===== config.mk =====
export PLATFORM = sky130hd
export DESIGN_NAME = dice_roll_arbiter
export DESIGN_NICKNAME = d
export VERILOG_FILES = /design/src/rtl/dice_pkg.sv /design/src/rtl/rr_arbiter.sv /design/src/rtl/dice_roll_arbiter.sv
export SDC_FILE = /design/constraint.sdc
export NUM_CORES = 1
export LEC_CHECK = 0
export CAP_MARGIN = 20
export CORE_ASPECT_RATIO = 0.8
export CORE_UTILIZATION = 40
export CTS_BUF_LIST = sky130_fd_sc_hd__clkbuf_4 sky130_fd_sc_hd__clkbuf_8
export CTS_CLUSTER_DIAMETER = 200
export DETAILED_ROUTE_END_ITERATION = 7
export PLACE_DENSITY_LB_ADDON = 0.2
export SLEW_MARGIN = 20
export SYNTH_ARGS = -nofsm -noshare
export SYNTH_HDL_FRONTEND = slang
export SYNTH_SLANG_ARGS = --single-unit

===== constraint.sdc =====
create_clock -name clk -period 5.75 [get_ports clk]
set_clock_uncertainty 0.1 [all_clocks]
set_input_delay 1.15 -clock clk [delete_from_list [all_inputs] [get_ports clk]]
set_output_delay 1.15 -clock clk [all_outputs]
set_load 0.01 [all_outputs]

===== src/rtl/dice_pkg.sv =====
// Shared constants for the dice roll arbiter: FSM encoding, die range and
// the fallback faces used when the retry budget runs out.
package dice_pkg;

    localparam logic [1:0] ST_IDLE  = 2'd0;
    localparam logic [1:0] ST_ROLL0 = 2'd1;
    localparam logic [1:0] ST_ROLL1 = 2'd2;
    localparam logic [1:0] ST_DONE  = 2'd3;

    localparam logic [2:0] DIE_MIN = 3'd1;
    localparam logic [2:0] DIE_MAX = 3'd6;

    localparam logic [2:0] FORCE_ON_ZERO  = 3'd1;
    localparam logic [2:0] FORCE_ON_SEVEN = 3'd2;

    // Maps a raw 3-bit sample to a legal face; in-range samples pass through.
    function automatic logic [2:0] map_die(input logic [2:0] s);
        if (s < DIE_MIN)
            return FORCE_ON_ZERO;
        else if (s > DIE_MAX)
            return FORCE_ON_SEVEN;
        else
            return s;
    endfunction

endpackage


===== src/rtl/rr_arbiter.sv =====
// Combinational round-robin pick: first set request at or above ptr, with wrap.
module rr_arbiter #(
    parameter int N_REQ = 2,
    parameter int ID_W  = 1
) (
    input  logic [N_REQ-1:0] req,
    input  logic [ID_W-1:0]  ptr,
    output logic [ID_W-1:0]  gnt_idx,
    output logic             gnt_vld
);

    logic [2*N_REQ-1:0] rot;

    // Rotating the doubled vector puts requester ptr at bit 0.
    assign rot = {req, req} >> ptr;

    always_comb begin
        int k;
        k       = 0;
        gnt_idx = '0;
        gnt_vld = 1'b0;
        // Scan downward so the smallest offset from ptr wins last.
        for (int i = N_REQ - 1; i >= 0; i--) begin
            if (rot[i]) begin
                k = int'(ptr) + i;
                if (k >= N_REQ)
                    k = k - N_REQ;
                gnt_idx = ID_W'(k);
                gnt_vld = 1'b1;
            end
        end
    end

endmodule


===== src/rtl/dice_roll_arbiter.sv =====
// Shares one free-running 3-bit rng among N requesters; rejection-samples two
// fair dice per granted roll and reports them with a one-cycle done pulse.
module dice_roll_arbiter
    import dice_pkg::*;
#(
    parameter int N_REQ      = 2,
    parameter int ID_W       = 1,
    parameter int SAMPLE_GAP = 2,
    parameter int MAX_RETRY  = 7
) (
    input  logic             clk,
    input  logic             reset,
    input  logic [2:0]       rng_rand,
    input  logic [N_REQ-1:0] req,
    output logic [N_REQ-1:0] done,
    output logic             busy,
    output logic [ID_W-1:0]  owner,
    output logic [2:0]       die0,
    output logic [2:0]       die1,
    output logic [3:0]       sum
);

    localparam logic [3:0]      GAP_LAST  = 4'(SAMPLE_GAP - 1);
    localparam logic [3:0]      RETRY_LIM = 4'(MAX_RETRY);
    localparam logic [ID_W-1:0] LAST_ID   = ID_W'(N_REQ - 1);

    logic [1:0]      state;
    logic [ID_W-1:0] rr_ptr;
    logic [ID_W-1:0] gnt_idx;
    logic            gnt_vld;
    logic [3:0]      gap_cnt;
    logic [3:0]      retry_cnt;
    logic            rolling;
    logic            sample_en;
    logic            in_range;
    logic            accept;
    logic [2:0]      die_val;

    rr_arbiter #(.N_REQ(N_REQ), .ID_W(ID_W)) u_rr (
        .req     (req),
        .ptr     (rr_ptr),
        .gnt_idx (gnt_idx),
        .gnt_vld (gnt_vld)
    );

    assign rolling   = (state == ST_ROLL0) || (state == ST_ROLL1);
    assign sample_en = rolling && (gap_cnt == GAP_LAST);
    assign in_range  = (rng_rand >= DIE_MIN) && (rng_rand <= DIE_MAX);
    // Out-of-range samples are only kept once the retry budget is spent.
    assign accept    = sample_en && (in_range || (retry_cnt == RETRY_LIM));
    assign die_val   = map_die(rng_rand);
    assign busy      = (state != ST_IDLE);

    always_comb begin
        done = '0;
        if (state == ST_DONE)
            done[owner] = 1'b1;
    end

    always_ff @(posedge clk or posedge reset) begin
        if (reset) begin
            state     <= ST_IDLE;
            owner     <= '0;
            die0      <= '0;
            die1      <= '0;
            sum       <= '0;
            rr_ptr    <= '0;
            gap_cnt   <= '0;
            retry_cnt <= '0;
        end else begin
            case (state)
                ST_IDLE: begin
                    if (gnt_vld) begin
                        owner     <= gnt_idx;
                        gap_cnt   <= '0;
                        retry_cnt <= '0;
                        state     <= ST_ROLL0;
                    end
                end
                ST_ROLL0, ST_ROLL1: begin
                    gap_cnt <= (gap_cnt == GAP_LAST) ? 4'd0 : gap_cnt + 4'd1;
                    if (sample_en) begin
                        if (accept) begin
                            retry_cnt <= '0;
                            if (state == ST_ROLL0) begin
                                die0  <= die_val;
                                state <= ST_ROLL1;
                            end else begin
                                // sum is ready in the DONE cycle itself
                                die1  <= die_val;
                                sum   <= {1'b0, die0} + {1'b0, die_val};
                                state <= ST_DONE;
                            end
                        end else begin
                            retry_cnt <= retry_cnt + 4'd1;
                        end
                    end
                end
                default: begin
                    rr_ptr <= (owner == LAST_ID) ? '0 : owner + ID_W'(1);
                    state  <= ST_IDLE;
                end
            endcase
        end
    end

endmodule


==> impl_metrics.tcl <==
set metrics [dict create \
    post-place-ws_ns 2.54 \
    synth-edff-count 0 \
    dr.pass1.iters 4 \
    synthTopCellsByArea "dfrtp_1 (44%), ha_1 (8.9%), mux2_2 (6.2%)" \
    fillCellCount 258 \
    worstHoldPathType "flop to flop" \
    antenna_found_initial 0 \
    cts_resized 0 \
    max_slew.worst_pin.slew_ns 0.821 \
    rsz0062_at_grt "no" \
    final_cell_area_sq_um 1540 \
    cts_tree "yes" \
    setup_ws_ns 2.81 \
    cp.buffers_inverters 1 \
    drt_wl_total_um 2370 \
    worstSetupPathType "flop to primary output" \
    yosys_register_bits 22 \
    synth_area_leader_cell "dfrtp_1" \
    ys.flop_type "dfrtp_1" \
    synth.top_cell.area_share_pct 43.5 \
    clk_latency_ns 0.26 \
    critPathCaptureType "primary output" \
    area_growth_syn_to_layout_pct 21.9 \
    yosysSeqAreaShare_pct 43.5 \
    ant_nets 0 \
    syn_area_sq_um 1260 \
    finalSetupViolCount 0 \
    clk_path_buf_depth 2 \
    layout_common_cells "dfrtp_1 (22), clkdlybuf4s50_1 (20), ha_1 (9)" \
    drtIter0Drc 23 \
    htree_levels 1 \
    ir_worst_vdd_v 0.000234 \
    routabilityCongestion 0.787 \
    placed_area_sq_um 1500 \
    crit_arrival_ns 1.69 \
    core_area_sq_um 2870 \
    overflow 0 \
    clock-sinks 22 \
    finalHoldViolations 0 \
    critPathRequiredTime_ns 4.50 \
    regArea_sq_um 551 \
    r2r_start "gap_cnt[1]" \
    path_cells "ha_1 > and2_1 > clkdlybuf4s50_1" \
    start_kind "flop" \
    row_count 17 \
    worstHoldStart "retry_cnt[3]" \
    synth_cell_types 40 \
    root_buffer "clkbuf_8" \
    relSlewSlack_pct 45.2 \
    final_common_cell "dfrtp_1" \
    syn_inst 116 \
    p_per_area_nw_per_um2 497 \
    layout.nets 155 \
    grt_pass1_wl_um 4040 \
    grt_pass1_vias 900 \
    chipWidth_um 64.9 \
    io_buffer_count 20 \
    start_util_pct 44.1 \
    post-route-period-util_pct 51.2 \
    drv_cap 0 \
    antenna_cells 0 \
    leakagePower_nw 0.683 \
    die-area_sq_um 3390 \
    critical_path_peak_fanout 7 \
    vias 944 \
    cts_buffers 3 \
    maxSlewViolCount 0 \
    post-dp-hpwl_um 1770 \
    cp_slowest_cell "clkdlybuf4s50_1" \
    die_h_um 52.3 \
    wl_per_cell_um 13.6 \
    post_cts_buffers 0 \
    grt_use_total_pct 16.1 \
    fmax_ghz 0.340 \
    finalCriticalPeriod_ns 2.94 \
    ctsHoldBuffers 0 \
    drc 0 \
    boundaryPins 21 \
    critPathMaxStageDelay_ns 0.54 \
    multi_input_area_sq_um 672 \
    vias_per_cell 5.43 \
    grt_start_max_net_pins 23 \
    avgSynthCellArea_sq_um 10.9 \
    status "completed" \
    whs_ns 0.371 \
    syn_nets 133 \
    drive_above_1_share_pct 11.0 \
    worstSetupStartpoint "state[0]" \
    total_power_mw 0.767 \
    ys_warn_count 0 \
    critPathTopFamily "buffers and inverters" \
    cts.clk_slew.worst_paths_ns 0.08 \
    async_flop_share_pct 100 \
    setup_tns_ns 0 \
]
-- sequential cells by signal (all words and copies together) (netlist names) --
name / count
rr_ptr: 1
state: 2
sum: 4
gap_cnt: 4
retry_cnt: 4
owner: 1
die0: 3
die1: 3
-- worst register-to-register path, stage by stage (launching register included) --
cell and delay (ns):
dfrtp_1 0.42, or4b_1 0.71, a31oi_1 0.31, and3_1 0.29, mux2_2 0.35
-- through the flow --
stage	utilization, %	std cells
finish	53.7	174
CTS	53.7	174
global route	53.7	174
global placement	52.2	171
floorplan	-	116
detailed placement	52.2	171
-- metal layers --
layer	track usage, %	vias up	share of wire, %
met4	4.44	0	0.89
met1	22.0	454	53
met3	4.57	4	4.1
met2	24.8	18	42
met5	0	-	0
li1	-	468	-
-- where the power goes --
| part | internal (mW) | switching [mW] | leakage, nW |
|---|---|---|---|
| Sequential | 0.218 | 0.0529 | 0.275 |
| Clock | 0.0468 | 0.0500 | 0.0216 |
| Combinational | 0.204 | 0.195 | 0.386 |
-- synth_stat cells, drive strengths merged, types with 2 or more instances --
cell type / count
inv: 8
mux2i: 2
nand2: 4
nor2: 7
a21oi: 7
o21bai: 2
a22o: 2
ha: 9
dfrtp: 22
o2bb2ai: 2
nor3: 4
a21o: 3
o21ai: 6
clkbuf: 2
nand2b: 2
a31oi: 3
and3: 2
mux2: 8
-- area by class of cell --
class	instances	share of cell area [%]
tap	38	3.08
clock buffer	3	2.68
sequential	22	35.7
inverter	8	1.95
multi-input combinational	83	43.6
timing repair buffer	20	13.0
-- path summary, 6_finish.rpt --
kind | depth (start not counted) | slack [ns] | endpoint
max | 3 | 2.81 | done[1]
min | 1 | 0.37 | retry_cnt[3]
min in group asynchronous | 2 | 1.24 | die1[1]
min reg2reg | 1 | 0.37 | retry_cnt[3]
max reg2reg | 4 | 3.46 | die0[0]
max in group asynchronous | 2 | 3.80 | retry_cnt[0]
-- kinds of logic (layout without fill, tap and decap cells) --
group / Yosys count / in the layout / synth area share, %
compound gates: 34 / 34 / 20.0
xor+xnor: 1 / 1 / 0.693
fa+ha+maj: 10 / 10 / 10.5
buf+inv: 11 / 31 / 3.36
flops: 22 / 22 / 43.5
mux: 10 / 10 / 8.70
simple gates: 28 / 28 / 13.3
Note: power is estimated with default switching activity, not from simulation.
